[config.mk]
export PLATFORM = sky130hd
export DESIGN_NAME = fixed_point_alu
export DESIGN_NICKNAME = d
export VERILOG_FILES = /design/src/rtl/fpu_pkg.sv /design/src/rtl/fpu_chunk_multiplier.sv /design/src/rtl/fixed_point_alu.sv
export SDC_FILE = /design/constraint.sdc
export NUM_CORES = 2
export LEC_CHECK = 0
export ABC_AREA = 1
export CAP_MARGIN = 20
export CORE_UTILIZATION = 30
export DETAILED_ROUTE_END_ITERATION = 10
export GPL_ROUTABILITY_DRIVEN = 0
export PLACE_DENSITY = 0.5
export SLEW_MARGIN = 40
export SYNTH_ARGS = -nofsm -noshare
export SYNTH_HDL_FRONTEND = slang
export SYNTH_SLANG_ARGS = --single-unit
[constraint.sdc]
create_clock -name clk -period 11.05 [get_ports clk]
set_input_delay 1.6575 -clock clk [delete_from_list [all_inputs] [get_ports clk]]
set_output_delay 1.6575 -clock clk [all_outputs]
set_load 0.03 [all_outputs]
[src/rtl/fpu_pkg.sv]
// Shared encodings and helpers for the fixed-point ALU.
package fpu_pkg;

  localparam logic [1:0] FPU_ADD  = 2'd0;
  localparam logic [1:0] FPU_SUB  = 2'd1;
  localparam logic [1:0] FPU_MUL  = 2'd2;
  localparam logic [1:0] FPU_SQRT = 2'd3;

  localparam logic [1:0] IDLE = 2'd0;
  localparam logic [1:0] MUL  = 2'd1;
  localparam logic [1:0] SQRT = 2'd2;
  localparam logic [1:0] DONE = 2'd3;

  // One root bit per iteration over the radicand padded to an even width.
  function automatic int unsigned sqrt_iters(input int unsigned width, input int unsigned fbits);
    return (width + fbits + 1) / 2;
  endfunction

endpackage

[src/rtl/fpu_chunk_multiplier.sv]
// Combinational unsigned MUL_CHUNK x MUL_CHUNK partial-product multiplier.
module fpu_chunk_multiplier #(
  parameter int unsigned MUL_CHUNK = 16
) (
  input  logic [MUL_CHUNK-1:0]   a,
  input  logic [MUL_CHUNK-1:0]   b,
  output logic [2*MUL_CHUNK-1:0] product
);
  localparam int unsigned PW = 2 * MUL_CHUNK;

  assign product = PW'(a) * PW'(b);

endmodule

[src/rtl/fixed_point_alu.sv]
// Fixed-point ALU: single-cycle add/sub, iterative multiply and square root.
// Define FPU_SATURATE_EN to clamp ADD/SUB/MUL results on signed overflow.
module fixed_point_alu
  import fpu_pkg::*;
#(
  parameter int unsigned WIDTH     = 32,
  parameter int unsigned FBITS     = 10,
  parameter int unsigned MUL_CHUNK = 16
) (
  input  logic             clk,
  input  logic             reset,
  input  logic             start,
  input  logic [1:0]       operation,
  input  logic [WIDTH-1:0] operand_1,
  input  logic [WIDTH-1:0] operand_2,
  output logic [WIDTH-1:0] result,
  output logic             ready,
  output logic             busy,
  output logic             overflow
);
  localparam int unsigned K     = WIDTH / MUL_CHUNK;
  localparam int unsigned KW    = (K > 1) ? $clog2(K) : 1;
  localparam int unsigned AW    = 2 * WIDTH;
  localparam int unsigned PW    = 2 * MUL_CHUNK;
  localparam int unsigned SQ_N  = sqrt_iters(WIDTH, FBITS);
  localparam int unsigned RAD_W = 2 * SQ_N;
  localparam int unsigned REM_W = SQ_N + 2;
  localparam int unsigned CNT_W = $clog2(SQ_N + 1);

  logic [1:0]       state;
  logic [WIDTH-1:0] mag_a, mag_b;
  logic             neg_prod, neg_rad;
  logic [KW-1:0]    ci, cj;
  logic [AW-1:0]    acc;
  logic [RAD_W-1:0] rad;
  logic [REM_W-1:0] rem;
  logic [SQ_N-1:0]  root;
  logic [CNT_W-1:0] cnt;

  // ADD/SUB straight from the ports: the result is registered on the accepting edge.
  logic             is_sub, as_ovf;
  logic [WIDTH-1:0] b_eff, as_sum, as_res;

  assign is_sub = (operation == FPU_SUB);
  assign b_eff  = is_sub ? ~operand_2 : operand_2;
  assign as_sum = operand_1 + b_eff + WIDTH'(is_sub);
  assign as_ovf = (operand_1[WIDTH-1] == b_eff[WIDTH-1]) &&
                  (as_sum[WIDTH-1] != operand_1[WIDTH-1]);

  logic [MUL_CHUNK-1:0] a_chunk, b_chunk;
  logic [PW-1:0]        pp;
  logic [AW-1:0]        pp_sh, acc_sum, acc_next;
  logic                 mul_last, mul_ovf;
  logic [WIDTH-1:0]     mul_res;

  assign a_chunk = MUL_CHUNK'(mag_a >> (32'(ci) * MUL_CHUNK));
  assign b_chunk = MUL_CHUNK'(mag_b >> (32'(cj) * MUL_CHUNK));

  fpu_chunk_multiplier #(.MUL_CHUNK(MUL_CHUNK)) u_chunk_mul (
    .a       (a_chunk),
    .b       (b_chunk),
    .product (pp)
  );

  assign pp_sh    = AW'(pp) << ((32'(ci) + 32'(cj)) * MUL_CHUNK);
  assign acc_sum  = acc + pp_sh;
  assign mul_last = (ci == KW'(K - 1)) && (cj == KW'(K - 1));
  assign acc_next = (mul_last && neg_prod) ? -acc_sum : acc_sum;
  assign mul_ovf  = !((&acc_next[AW-1:WIDTH+FBITS-1]) || !(|acc_next[AW-1:WIDTH+FBITS-1]));

`ifdef FPU_SATURATE_EN
  function automatic logic [WIDTH-1:0] clamp(input logic neg);
    return neg ? {1'b1, {(WIDTH-1){1'b0}}} : {1'b0, {(WIDTH-1){1'b1}}};
  endfunction

  assign as_res  = as_ovf  ? clamp(operand_1[WIDTH-1]) : as_sum;
  assign mul_res = mul_ovf ? clamp(neg_prod) : acc_next[WIDTH+FBITS-1:FBITS];
`else
  assign as_res  = as_sum;
  assign mul_res = acc_next[WIDTH+FBITS-1:FBITS];
`endif

  // Restoring square root: bring down two radicand bits, try (root<<2)|1.
  logic [REM_W-1:0] rem_sh, trial, rem_nx;
  logic [SQ_N-1:0]  root_nx;
  logic             sq_ge, sq_last, sq_unused;

  assign rem_sh    = {rem[REM_W-3:0], rad[RAD_W-1 -: 2]};
  assign trial     = {root, 2'b01};
  assign sq_ge     = (rem_sh >= trial);
  assign rem_nx    = sq_ge ? (rem_sh - trial) : rem_sh;
  assign root_nx   = {root[SQ_N-2:0], sq_ge};
  assign sq_last   = (cnt == CNT_W'(SQ_N - 1));
  assign sq_unused = ^rem[REM_W-1 -: 2];

  always_ff @(posedge clk or negedge reset) begin
    if (!reset) begin
      state    <= IDLE;
      result   <= '0;
      overflow <= 1'b0;
      mag_a    <= '0;
      mag_b    <= '0;
      neg_prod <= 1'b0;
      neg_rad  <= 1'b0;
      ci       <= '0;
      cj       <= '0;
      acc      <= '0;
      rad      <= '0;
      rem      <= '0;
      root     <= '0;
      cnt      <= '0;
    end else begin
      case (state)
        IDLE, DONE: begin
          if (start) begin
            mag_a    <= operand_1[WIDTH-1] ? -operand_1 : operand_1;
            mag_b    <= operand_2[WIDTH-1] ? -operand_2 : operand_2;
            neg_prod <= operand_1[WIDTH-1] ^ operand_2[WIDTH-1];
            neg_rad  <= operand_1[WIDTH-1];
            rad      <= RAD_W'({operand_1, {FBITS{1'b0}}});
            acc      <= '0;
            ci       <= '0;
            cj       <= '0;
            rem      <= '0;
            root     <= '0;
            cnt      <= '0;
            case (operation)
              FPU_ADD, FPU_SUB: begin
                result   <= as_res;
                overflow <= as_ovf;
                state    <= DONE;
              end
              FPU_MUL: state <= MUL;
              default: state <= SQRT;
            endcase
          end else begin
            state <= IDLE;
          end
        end
        MUL: begin
          acc <= acc_next;
          if (mul_last) begin
            result   <= mul_res;
            overflow <= mul_ovf;
            state    <= DONE;
          end else if (cj == KW'(K - 1)) begin
            cj <= '0;
            ci <= ci + 1'b1;
          end else begin
            cj <= cj + 1'b1;
          end
        end
        SQRT: begin
          rem  <= rem_nx;
          root <= root_nx;
          rad  <= rad << 2;
          cnt  <= cnt + 1'b1;
          if (sq_last) begin
            result   <= neg_rad ? '0 : WIDTH'(root_nx);
            overflow <= neg_rad;
            state    <= DONE;
          end
        end
        default: state <= IDLE;
      endcase
    end
  end

  assign ready = (state == DONE);
  assign busy  = (state == MUL) || (state == SQRT);

endmodule

# Yosys cells after proc, flatten, opt, wreduce, memory -nomap -nowiden
# Cells that the tools add are included.
# totals
n_memories,0
mem_bits_ro,0
wordCells,106
ff_bits,256
mem_bits_rw,0
in_bits,69
latchBits,0
# classes
reduce_logical,22
magnitude_cmp,1
n_mul,1
n_div,0
bitwise,2
n_shift,3
n_mux,38
n_eq_ne,14
n_addsub,11
# ops
op,n
2-to-1 mux 32 bit,7
2-to-1 mux 64 bit,2
case mux 64 bit (2 select lines),1
case mux 32 bit (3 select lines),1
2-to-1 mux 21 bit,4
case mux 21 bit (2 select lines),2
case mux 42 bit (2 select lines),1
adder 64 bit,1
negator 32 bit,2
negator 64 bit,1
left shift 32 x 6 -> 64 bit,1
right shift 32 x 5 -> 16 bit,2
2-to-1 mux 42 bit,1
adder 32 x 1 -> 32 bit,1
adder 32 bit,1
multiplier 16 x 16 -> 32 bit,1
inverter 32 bit,1
>= comparator 23 bit,1
AND reduction 23 bit,1
OR reduction 23 bit,1
subtractor 21 bit,1
"!= test 2 bit, second input constant",5
case mux 5 bit (2 select lines),1
2-to-1 mux 1 bit,9
25 further kinds,43

# Logic depth before layout (Yosys ltp)
# logic_depth
depth_word,12
ltp_mapped,64
mapped_depth_nobuf,61

# Cells and area by module
# Synthesis repeated with hierarchy kept, for this count alone.
# hier_totals
cells_unflattened,5344
hier_area_um2,33395.8
# by_module_without_submodules
module,cells_each,seq_area_each_um2,area_each_um2,n_inst
fixed_point_alu,3967,6155.9,23887.9,1
fpu_chunk_multiplier,1377,0.0,9507.9,1

# Least setup slack after synthesis
# No wires, ideal clock.
# synth_path
path_type,reg-to-reg
start,register cj
end,register overflow
path_slack_ns,1.707
setup_time_ns,0.122
required_ns,10.928
arrival_ns,9.222
period_less_slack_ns,9.343
stages_incl_launch_ff,57
n_path_buf,3
cell_sequence,dfrtp_1 > clkbuf_1 > inv_1 > clkbuf_1 > or2_2 > o21ai_1 > clkbuf_1 > nor2_1 > fa_1 > inv_1 > fa_1 > fa_1 > fa_1 > inv_1 > fa_1 > inv_1 > fa_1 > inv_1 > (+21 left out) > nand2_1 > nand2_1 > nand2_2 > nand2_1 > nor2_2 > nand2_1 > nor2_1 > nand3_2 > nand2_2 > nand2_2 > nand2_2 > nand2_1 > nor2_1 > nand2_1 > nor2_1 > nand3_1 > nand3_2 > a21oi_2
# synth_via
elab_chain_len,12
word_cells_on_any_way,18
# synth_lines
element,line,text
start: declaration,fixed_point_alu.sv:33,"logic [KW-1:0] ci, cj;"
start signal: assignment,fixed_point_alu.sv:150,cj <= cj + 1'b1;
right shift 32 x 5 -> 16 bit,fixed_point_alu.sv:57,assign b_chunk = MUL_CHUNK'(mag_b >> (32'(cj) * MUL_CHUNK));
multiplier 16 x 16 -> 32 bit,fpu_chunk_multiplier.sv:11,assign product = PW'(a) * PW'(b);
left shift 32 x 6 -> 64 bit,fixed_point_alu.sv:65,assign pp_sh = AW'(pp) << ((32'(ci) + 32'(cj)) * MUL_CHUNK);
adder 64 bit,fixed_point_alu.sv:66,assign acc_sum = acc + pp_sh;
negator 64 bit,fixed_point_alu.sv:68,assign acc_next = (mul_last && neg_prod) ? -acc_sum : acc_sum;
2-to-1 mux 64 bit,fixed_point_alu.sv:68,
OR reduction 23 bit,fixed_point_alu.sv:69,assign mul_ovf = !((&acc_next[AW-1:WIDTH+FBITS-1]) || !(|acc_next[AW-1:WIDTH+FBITS-1]));
zero test 1 bit,fixed_point_alu.sv:69,
logical OR 1 bit,fixed_point_alu.sv:69,
zero test 1 bit,fixed_point_alu.sv:69,
2-to-1 mux 1 bit,fixed_point_alu.sv:142,if (mul_last) begin
case mux 1 bit (3 select lines),fixed_point_alu.sv:113,case (state)
end signal: assignment,fixed_point_alu.sv:130,overflow <= as_ovf;
end signal: assignment,fixed_point_alu.sv:144,overflow <= mul_ovf;
end signal: assignment,fixed_point_alu.sv:160,overflow <= neg_rad;
end: declaration,fixed_point_alu.sv:19,output logic overflow
# Several ways; a longest one is shown, not always the timed one. The select of a mux whose other input is x is not followed.
# A chain may end at the register's enable or synchronous reset.

# Worst setup path after layout
# Ends and elaborated chain as after synthesis.

==> qor_table.md <==
| Stage | Result | This run |
| --- | --- | --- |
| finish | Area of the multi-input gates | 0.0219 mm^2 |
| floorplanning | Row cnt | 118 |
| route | Ratio of routed vias to standard cells | 4.91 |
| floorplanning | Height of the die | 326 um |
| floorplanning | Standard cell core area | 0.104 mm^2 |
| clock network | Clock latency reported for the late side of the worst-skew pair | 580 ps |
| synthesis | Synthesis-stage register bit count | 246 |
| placed design | DP Wirelength | 103 mm |
| setup path | Worst setup path category | reg -> reg |
| synthesis | Count of distinct cell types in the synthesized netlist | 53 |
| clock network | Clk buf depth | 3 |
| setup path | Delay contributed by the slowest stage of the critical path | 640 ps |
| clock network | Clock tree from TritonCTS | built |
| global route | Gr usage total | 0.234 |
| route | Total wirelength of the detailed-routed design | 126 mm |
| placed design | PortBufs | 103 |
| timing | Setup violation total in the final timing report | 0 |
| route | DRC errors left | 0 |
| timing | Upper clock frequency limit | 0.0950 GHz |
| synthesis | Number of cells produced by synthesis | 4816 |
| setup path | Cell seen most often among critical-path stages | sky130_fd_sc_hd__nand2_1 |
| synthesis | Portion of synthesized cell area occupied by the leading cell type | 0.195 |
| floorplanning | I/O pin count | 104 |
| global route | Pin count of the biggest net entering global routing | 97 |
| clock network | Clock transition time at the flip-flop clock pins of the worst setup and hold paths | 60 ps |
| route | Post-route ant nets | 0 |
| synthesis | Leading post-synthesis cells by instance count | sky130_fd_sc_hd__nand2_1 (1410), sky130_fd_sc_hd__inv_1 (803), sky130_fd_sc_hd__nor2_1 (472) |
| setup path | Critical Path Slowest Stage Cell | sky130_fd_sc_hd__fa_1 |
| clock network | Num CTS Buffers | 35 |
| synthesis | Post-synth top area cell | sky130_fd_sc_hd__dfrtp_1 |
| finish | Filler Cells Inserted | 11500 |
| floorplanning | Initial standard-cell utilization of the core | 0.304 |
| setup path | Kind of end point of the critical path | flop |
| global route | Antenna violations before repair | 1 |
| synthesis | Share of synthesized registers carrying an async set or reset | 1.00 |
| timing | Final worst-path cycle share | 0.953 |
| synthesis | Fraction of the yosys area taken by sequential cells | 0.195 |
| global route | Overall overflow remaining after global route | 0 |
| clock network | Clk Tree Root Cell | sky130_fd_sc_hd__clkbuf_16 |
| run | Max-cap check violation count | 0 |
| timing | Transition time of the tightest slew-check pin | 817 ps |
| floorplanning | Total die area | 0.107 mm^2 |
| clock network | Clock sinks | 246 |
| setup path | Required arrival time at the worst endpoint | 11480 ps |
| timing | RSZ-0062 raised after global routing | false |
| global route | Vias in the first global route | 30500 |
| synthesis | Leading register cell type out of synthesis | sky130_fd_sc_hd__dfrtp_1 |
| route | Vias | 31800 |
| synthesis | Number of enable flip-flop cells after synthesis | 0 |
| route | DR WL/cell | 19.4 um |
| setup path | Kind of start point of the critical path | flop |
| timing | Final Slew Violations | 0 |
| setup path | Cell family with the largest share of critical-path delay | adder cells |
| timing | Shortest period the worst path allows | 10530 ps |
| route | Starting DRC count in detailed routing | 2743 |
| setup path | Buffers & Inverters on Critical Path | 7 |
| clock network | # hold bufs at CTS | 0 |
| synthesis | Synthesis warning total | 0 |
| finish | Area added between synthesis and finish | 17.0% |
| timing | Sum of negative setup slack | 0 ps |
| synthesis | Syn nets | 5310 |
| synthesis | Cells taking the most area after synthesis | sky130_fd_sc_hd__dfrtp_1 (19%), sky130_fd_sc_hd__nand2_1 (17%), sky130_fd_sc_hd__fa_1 (12%), sky130_fd_sc_hd__inv_1 (9.5%), sky130_fd_sc_hd__ha_1 (9.1%) |
| finish | Fraction of layout cells with a size suffix above 1 | 0.0895 |
| global route | First-pass GRT wire length | 190 mm |
| timing | Worst Skew | 27.3 ps |
| timing | Total count of hold-check failures in the final report | 0 |
| setup path | Arrival time of the worst setup path | 10960 ps |
| timing | Slew headroom | 0.450 |
| floorplanning | DIE WIDTH | 326 um |
| synthesis | Cell with the most instances after synthesis | sky130_fd_sc_hd__nand2_1 |
| clock network | H-tree lvl count | 2 |
| finish | Footprint of the flip-flops and latches | 0.00616 mm^2 |
| setup path | Max FO, Critical Path | 13 |
| status | Run status | complete, no violations |
| synthesis | Syn Area/Cell | 6.56 um^2 |
| route | Router iterations before antenna repair | 6 |
| hold path | Type of the worst min-delay path | reg -> reg |
| finish | Nets | 5551 |
| synthesis | Post-Syn Area | 0.0316 mm^2 |
==> state kept, by name, summed over array words and instances (netlist names), 5 cells and up <==
register	count
cnt	5
result	32
rad	32
acc	64
mag_b	32
root	21
rem	21
mag_a	32
==> metal layers <==
metal,global-route usage,up-vias,part of all wire
li1,-,15600,-
met1,0.329,15000,0.46
met2,0.368,968,0.44
met3,0.0330,158,0.067
met4,0.0735,0,0.035
met5,0,-,0
==> final timing paths <==
path | startpoint | end | slack, ps | cells after the start
max in group asynchronous | reset | acc[58] | 8870 | 4
hold / removal | mag_b[27] | mag_b[27] | 480 | 2
setup reg to reg | cj | overflow | 520 | 50
min in group asynchronous | reset | rad[23] | 940 | 1
setup / recovery | cj | overflow | 520 | 50
hold reg to reg | mag_b[27] | mag_b[27] | 480 | 2
==> stage by stage <==
stage | area (um^2) | hold WS, ps | worst slack [ps] | std cells | util
CTS | 36800 | 482 | 382 | 6455 | 0.354
detailed placement | 35600 | 468 | 457 | 6392 | 0.342
finish | 36900 | 476 | 524 | 6464 | 0.355
global placement | 35500 | 461 | 505 | 6390 | 0.342
floorplan | 31600 | 439 | 1710 | 4816 | -
global route | 36900 | 503 | 9.04 | 6463 | 0.355
==> tightest hold or removal path: cells and delay by family (launching register included) <==
kind            cells  cell delay (ps)
simple gates        1               50
compound gates      1               60
flops               1              330
==> logic make-up after synthesis <==
family | share of synthesized area
flip-flops | 0.195
buffers and inverters | 0.114
AND/OR/NAND/NOR | 0.306
AO/OA/AOI/OAI | 0.122
multiplexers | 0.00222
XOR/XNOR | 0.0457
adder cells (fa/ha/maj) | 0.215
==> layout by cell type (no fill, tap or decap), types with 18 or more instances in the layout <==
cell type	netlist	routed
sky130_fd_sc_hd__fa_1	196	196
sky130_fd_sc_hd__inv_2	18	32
sky130_fd_sc_hd__nor3_1	44	44
sky130_fd_sc_hd__nand3b_1	18	18
sky130_fd_sc_hd__o22ai_1	35	35
sky130_fd_sc_hd__o21ai_0	302	294
sky130_fd_sc_hd__xnor2_1	53	53
sky130_fd_sc_hd__nand4_1	38	38
sky130_fd_sc_hd__nor2_1	472	468
sky130_fd_sc_hd__nor2_2	22	24
sky130_fd_sc_hd__inv_1	803	794
sky130_fd_sc_hd__clkdlybuf4s50_1	0	102
sky130_fd_sc_hd__a21oi_1	207	205
sky130_fd_sc_hd__xor2_1	112	112
sky130_fd_sc_hd__buf_4	0	212
sky130_fd_sc_hd__dfrtp_1	246	245
sky130_fd_sc_hd__ha_1	229	228
sky130_fd_sc_hd__nand2_2	29	29
sky130_fd_sc_hd__a31oi_1	22	22
sky130_fd_sc_hd__or2_2	42	42
sky130_fd_sc_hd__o211ai_1	19	19
sky130_fd_sc_hd__nand2_1	1410	1408
sky130_fd_sc_hd__o21ai_1	37	41
sky130_fd_sc_hd__clkbuf_16	0	36
sky130_fd_sc_hd__nand3_1	188	188
==> final cells by class <==
cell class	instances	share of cell area
inverters	839	0.0856
clock inverters	17	0.00650
multi-input cells	3611	0.593
clock buffers	46	0.0262
repair inverters	2	0.000339
repair buffers	322	0.0751
diodes	1	0.0000677
flip-flops and latches	246	0.167
well taps	1380	0.0467
==> timing repair <==
action	in CTS	in global routing
resized for setup	0	29
endpoints found under the setup margin	0	47
setup buffers	0	4
Power is not shown: default switching activity piles up to over one toggle a cycle in this logic, so the estimate is an artifact.
